==> src/rtl/ghost_collision_monitor_pkg.sv <==
// ghost_collision_monitor_pkg
// Shared playfield geometry and FSM state encodings for the ghost collision monitor.
// Mirrors the tile constants in define.v: a 640x480 playfield on a 20-pixel tile grid.
// Contents:
//   TILE, WIDTH, HEIGHT       playfield geometry in pixels
//   width_log2, height_log2   coordinate widths for x and y
//   y_pad                     zero bits needed to widen a y value to width_log2
//   gcm_state_e               collision monitor FSM states (gcm_idle .. gcm_over)
package ghost_collision_monitor_pkg;

    localparam int unsigned TILE        = 20;
    localparam int unsigned WIDTH       = 640;
    localparam int unsigned HEIGHT      = 480;
    localparam int unsigned width_log2  = $clog2(WIDTH);
    localparam int unsigned height_log2 = $clog2(HEIGHT);
    localparam int unsigned y_pad       = width_log2 - height_log2;

    typedef enum logic [2:0] {
        gcm_idle    = 3'd0,
        gcm_play    = 3'd1,
        gcm_hit     = 3'd2,
        gcm_frozen  = 3'd3,
        gcm_respawn = 3'd4,
        gcm_over    = 3'd5
    } gcm_state_e;

endpackage

==> src/rtl/ghost_hit_compare.sv <==
// ghost_hit_compare
// Combinational catch test for a single ghost against the player.
// Ports:
//   player_x/y        current player position
//   player_prev_x/y   player position registered one cycle earlier
//   ghost_x/y         current ghost position
//   ghost_prev_x/y    ghost position registered one cycle earlier
//   swap_enable       allows the swap test (low while previous copies are stale)
//   hit               overlap, or (when enabled) player and ghost stepped through each other
module ghost_hit_compare
    import ghost_collision_monitor_pkg::*;
(
    input  logic [width_log2-1:0]  player_x,
    input  logic [width_log2-1:0]  player_y,
    input  logic [width_log2-1:0]  player_prev_x,
    input  logic [width_log2-1:0]  player_prev_y,
    input  logic [width_log2-1:0]  ghost_x,
    input  logic [height_log2-1:0] ghost_y,
    input  logic [width_log2-1:0]  ghost_prev_x,
    input  logic [height_log2-1:0] ghost_prev_y,
    input  logic                   swap_enable,
    output logic                   hit
);

    logic [width_log2-1:0] ghost_y_ext;
    logic [width_log2-1:0] ghost_prev_y_ext;
    logic                  overlap;
    logic                  swap;
    logic                  player_moved;

    // Ghost y is narrower than player y; widen so the compare is exact at full width.
    assign ghost_y_ext      = {{y_pad{1'b0}}, ghost_y};
    assign ghost_prev_y_ext = {{y_pad{1'b0}}, ghost_prev_y};

    always_comb begin
        overlap      = (ghost_x == player_x) && (ghost_y_ext == player_y);
        player_moved = (player_x != player_prev_x) || (player_y != player_prev_y);
        swap         = swap_enable && player_moved
                       && (ghost_x == player_prev_x) && (ghost_y_ext == player_prev_y)
                       && (player_x == ghost_prev_x) && (player_y == ghost_prev_y_ext);
        hit          = overlap || swap;
    end

endmodule

==> src/rtl/ghost_collision_monitor.sv <==
// ghost_collision_monitor
// Detects when a ghost catches the player and runs the life / freeze / respawn sequence.
// Ports:
//   clk, reset         system clock, synchronous active-high reset
//   start              level-sensitive start/restart, honoured only in IDLE and OVER
//   player_x/y         player tile origin in pixels
//   ghost_x_bus/y_bus  packed ghost positions, ghost i in slice i
//   freeze             movement controllers hold position while high
//   respawn            one-cycle pulse: controllers reload home positions
//   caught             one-cycle pulse on a catch
//   caught_ghost_id    lowest-index catching ghost, held until the next catch or restart
//   lives              remaining lives
//   game_over          high while in OVER
// All outputs are registered from the next-state decode.
module ghost_collision_monitor
    import ghost_collision_monitor_pkg::*;
#(
    parameter int unsigned NUM_GHOSTS    = 4,
    parameter int unsigned LIVES_INIT    = 3,
    parameter int unsigned FREEZE_CYCLES = 25_000_000
) (
    input  logic                             clk,
    input  logic                             reset,
    input  logic                             start,
    input  logic [width_log2-1:0]            player_x,
    input  logic [width_log2-1:0]            player_y,
    input  logic [NUM_GHOSTS*width_log2-1:0] ghost_x_bus,
    input  logic [NUM_GHOSTS*height_log2-1:0] ghost_y_bus,
    output logic                             freeze,
    output logic                             respawn,
    output logic                             caught,
    output logic [1:0]                       caught_ghost_id,
    output logic [1:0]                       lives,
    output logic                             game_over
);

    localparam int unsigned CNT_W = $clog2(FREEZE_CYCLES + 1);
    localparam logic [CNT_W-1:0] CNT_LAST = CNT_W'(FREEZE_CYCLES - 1);

    gcm_state_e state_q, state_d;
    logic [CNT_W-1:0]                  cnt_q;
    logic [width_log2-1:0]             player_prev_x_q, player_prev_y_q;
    logic [NUM_GHOSTS*width_log2-1:0]  ghost_prev_x_q;
    logic [NUM_GHOSTS*height_log2-1:0] ghost_prev_y_q;
    logic                              first_play_q;
    logic [NUM_GHOSTS-1:0]             hit;
    logic [1:0]                        hit_id;
    logic                              restart;

    for (genvar g = 0; g < NUM_GHOSTS; g++) begin : g_cmp
        ghost_hit_compare u_cmp (
            .player_x      (player_x),
            .player_y      (player_y),
            .player_prev_x (player_prev_x_q),
            .player_prev_y (player_prev_y_q),
            .ghost_x       (ghost_x_bus[g*width_log2 +: width_log2]),
            .ghost_y       (ghost_y_bus[g*height_log2 +: height_log2]),
            .ghost_prev_x  (ghost_prev_x_q[g*width_log2 +: width_log2]),
            .ghost_prev_y  (ghost_prev_y_q[g*height_log2 +: height_log2]),
            // Previous copies still hold pre-reload positions on the first PLAY cycle.
            .swap_enable   (!first_play_q),
            .hit           (hit[g])
        );
    end

    // Lowest index wins: scan downwards so the last assignment is the smallest hit.
    always_comb begin
        hit_id = 2'd0;
        for (int i = NUM_GHOSTS - 1; i >= 0; i--) begin
            if (hit[i]) hit_id = 2'(i);
        end
    end

    always_comb begin
        state_d = state_q;
        restart = 1'b0;
        unique case (state_q)
            gcm_idle:    if (start) state_d = gcm_play;
            gcm_play:    if (|hit) state_d = gcm_hit;
            gcm_hit:     state_d = gcm_frozen;
            gcm_frozen: begin
                if (cnt_q == CNT_LAST) begin
                    state_d = (lives == 2'd0) ? gcm_over : gcm_respawn;
                end
            end
            gcm_respawn: state_d = gcm_play;
            gcm_over: begin
                if (start) begin
                    state_d = gcm_play;
                    restart = 1'b1;
                end
            end
            default:     state_d = gcm_idle;
        endcase
    end

    always_ff @(posedge clk) begin
        if (reset) begin
            state_q         <= gcm_idle;
            cnt_q           <= '0;
            player_prev_x_q <= '0;
            player_prev_y_q <= '0;
            ghost_prev_x_q  <= '0;
            ghost_prev_y_q  <= '0;
            first_play_q    <= 1'b0;
            freeze          <= 1'b1;
            respawn         <= 1'b0;
            caught          <= 1'b0;
            game_over       <= 1'b0;
            caught_ghost_id <= 2'd0;
            lives           <= 2'(LIVES_INIT);
        end else begin
            state_q         <= state_d;
            player_prev_x_q <= player_x;
            player_prev_y_q <= player_y;
            ghost_prev_x_q  <= ghost_x_bus;
            ghost_prev_y_q  <= ghost_y_bus;
            first_play_q    <= (state_d == gcm_play) && (state_q != gcm_play);
            // Counts only while staying in FROZEN; it leaves at CNT_LAST so it never wraps.
            cnt_q           <= (state_q == gcm_frozen && state_d == gcm_frozen) ?
                               cnt_q + 1'b1 : '0;
            freeze          <= (state_d != gcm_play);
            respawn         <= (state_d == gcm_respawn) || restart;
            caught          <= (state_d == gcm_hit);
            game_over       <= (state_d == gcm_over);
            if (state_q == gcm_play && |hit) begin
                caught_ghost_id <= hit_id;
            end else if (restart) begin
                caught_ghost_id <= 2'd0;
            end
            if (state_q == gcm_hit) begin
                lives <= (lives == 2'd0) ? 2'd0 : lives - 2'd1;
            end else if (restart) begin
                lives <= 2'(LIVES_INIT);
            end
        end
    end

endmodule

==> config.mk <==
export PLATFORM = sky130hd
export DESIGN_NAME = ghost_collision_monitor
export DESIGN_NICKNAME = d
export VERILOG_FILES = /design/src/rtl/ghost_collision_monitor_pkg.sv /design/src/rtl/ghost_hit_compare.sv /design/src/rtl/ghost_collision_monitor.sv
export SDC_FILE = /design/constraint.sdc
export NUM_CORES = 1
export LEC_CHECK = 0
export CAP_MARGIN = 10
export CORE_MARGIN = 2
export CORE_UTILIZATION = 55
export CTS_CLUSTER_DIAMETER = 100
export DETAILED_ROUTE_END_ITERATION = 12
export PLACE_DENSITY = 0.8
export SYNTH_ARGS = -nofsm -noshare
export SYNTH_HDL_FRONTEND = slang
export SYNTH_HIERARCHICAL = 1
export SYNTH_SLANG_ARGS = --single-unit
==> constraint.sdc <==
create_clock -name clk -period 3.5 [get_ports clk]
set_input_delay 0.7 -clock clk [delete_from_list [all_inputs] [get_ports clk]]
set_output_delay 0.7 -clock clk [all_outputs]
set_load 0.03 [all_outputs]
==> results.ini <==
[clock_network]
clkTransAtPathRegs_ps = 60
numCtsBuffers = 17
hold_buffers = 0
cts_tree = yes
clockBufferDepth = 2
cts_setup_buffers = 0
cts_resized = 0
root_buffer = clkbuf_16
clkSinkCount = 133
clock_latency_ps = 420
htree_num_levels = 4

[drt]
drc_errors = 0
via_per_inst = 5.82
drtIter0Drc = 620
vias = 6934
routed_wl_microns = 24400
wl_per_cell_microns = 20.5
drtAntennaViolNets = 0
drtPass1Iterations = 5

[synthesis]
ys_seq_area_share_pct = 34.0
synth-warning-count = 6
synth_seq_cells = 133
synth_nets = 925
synth_common_cells = xor2_1 (224), dfxtp_1 (133), nor2b_1 (97)
netlist.area_leader.share_pct = 34.0
synth.distinct_cells = 47
synth.area.top_cells = dfxtp_1 (34%), xor2_1 (25%), xnor2_1 (11%), nor2b_1 (7.7%), nor4_1 (3.1%)
synthCells = 825
synthFlopType = dfxtp_1
synth_edf_count = 0
avgSynthCellArea_sq_um = 9.50
async_flop_share_pct = 0
synth_top_area_cell = dfxtp_1
syn-cell-area_sq_um = 7840
synth_most_common_cell = xor2_1

[worst_setup_path]
startpoint_type = input port
crit_path_end_kind = flop
crit_required_ps = 3810
slowest_stage = clkdlybuf4s50_1
worstPathCellList = clkdlybuf4s50_1 -> buf_12 -> buf_4 -> xor2_1 -> nor4_2 -> nand4_1 -> o41ai_2 -> nor4_1 -> mux2_2 -> o31ai_1 -> buf_4 -> a21boi_0
crit_top_cell = buf_4
path_max_fanout = 11
path_delay_family = buffers and inverters
critPathMaxStageDelay_ps = 450
crit_buf_inv = 4
worst-setup-path-type = input port to flop
arrival_ps = 3610

[floorplan]
ios = 107
core-area_sq_um = 13900
fp-row-count = 43
initial_utilization_pct = 56.5
die_x_microns = 123
dieArea_sq_um = 15200
die_y_microns = 123

[min_path]
worst_hold_path_type = flop to flop

[timing]
max_slew_margin_pct = 51.5
max_freq_mhz = 303
finalHoldViolations = 0
drv_slew = 0
finClkSkew_ps = 6.31
min_period_ps = 3300
tightest_slew_ps = 726
setup_violations = 0
rsz0062_at_grt = no
fin_crit_sh_pct = 94.3

[cells_and_area]
num_antenna_cells = 0
utilization_pct = 74.1
area_growth_pct = 31.3
final_layout_size_suffix_gt1_share_pct = 13.5
layout.cells.non_filler = 1191
nNetsFinal = 1098

[job]
maxCapViolations = 0

[place]
post-dp-hpwl_microns = 16600
io_buffers = 106
gp_congestion = 0.901
dp_cells = 1159

[global_route]
grtUsageTotal_pct = 33.3
antenna_found_initial = 0
grt_max_degree = 69
overflow = 0
grt_first_pass_wirelength_microns = 37800
grt_pass1_vias = 7082

[power_and_ir_drop]
p_leak_nw = 3.89
p_per_area_nw_per_um2 = 402
ir_worst_vdd_mv = 0.352

[status]
status = completed

[worst reg2reg max path, stage by stage, from the launching register on]
cell	delay, ps
dfxtp_1	790
buf_4	230
xor2_1	60
nor4_1	340
nand4_1	200
o41ai_2	380
nor4_1	130
mux2_2	290
o31ai_1	370
buf_4	200
a21boi_0	70
[placed cells by master (no fill, tap or decap), types with 19 or more instances in the layout]
cell	n
a21oi_1	19
buf_4	52
clkdlybuf4s50_1	105
dfxtp_1	133
nand4_1	37
nor2b_1	97
nor3_1	20
nor4_1	39
xnor2_1	94
xor2_1	224
[power by group]
group	switching (mW)	internal, mW
sequential	0.0816	1.58
combinational	0.364	0.384
clock	0.738	0.991
total	1.18	2.95
[kinds of logic after synthesis]
logic type,count (synthesis),synth area share [%]
xor+xnor,318,35.5
simple gates,293,24.2
flops,133,34.0
compound gates,52,4.52
buf+inv,27,1.52
mux,1,0.144
fa+ha+maj,1,0.160
[metal layers]
metal  routed length [microns]  global-route usage (%)  vias to the layer above
li1                          -                       -                     3183
met1                     10100                    42.6                     3309
met2                     11300                    54.2                      360
met3                      2130                    7.52                       82
met4                       818                    13.5                        0
met5                         0                       0                        -
[worst paths after layout]
path	startpoint	endpoint	slack, ps	cells past startpoint
setup / recovery	player_x[6]	state_q[0]	200	12
hold / removal	cnt_q[24]	cnt_q[24]	480	2
setup reg to reg	player_prev_x_q[8]	state_q[0]	320	10
hold reg to reg	cnt_q[24]	cnt_q[24]	480	2
[sequential cells by signal, summed over array words and instances (netlist names)]
register	cells
game_over	1
caught_ghost_id	2
state_q	3
respawn	1
ghost_prev_x_q	40
caught	1
lives	2
freeze	1
cnt_q	25
first_play_q	1
ghost_prev_y_q	36
player_prev_x_q	10
player_prev_y_q	10
[cell type report]
| class | instances | area, sq um |
|---|---|---|
| tap | 180 | 225 |
| timing repair buffer | 172 | 1740 |
| clock inverter | 15 | 144 |
| multi-input combinational | 665 | 5060 |
| clock buffer | 17 | 425 |
| fill | 1005 | 3590 |
| sequential | 133 | 2660 |
| inverter | 9 | 33.8 |
[per-stage QoR]
| step | instance area [sq um] | TNS (ps) | hold slack [ps] | power (mW) | worst slack, ps |
|---|---|---|---|---|---|
| 2_1_floorplan | 7840 | 0 | 447 | 2.01 | 692 |
| 3_3_place_gp | 9720 | -81.0 | 469 | 2.40 | -50.8 |
| 3_5_place_dp | 9720 | -457 | 468 | 2.41 | -157 |
| 4_1_cts | 10300 | 0 | 480 | 4.14 | 260 |
| 5_1_grt | 10300 | 0 | 514 | 4.27 | 91.9 |
| 6_report | 10300 | 0 | 485 | 4.13 | 199 |
No activity file was read; power rests on OpenSTA's default activity.
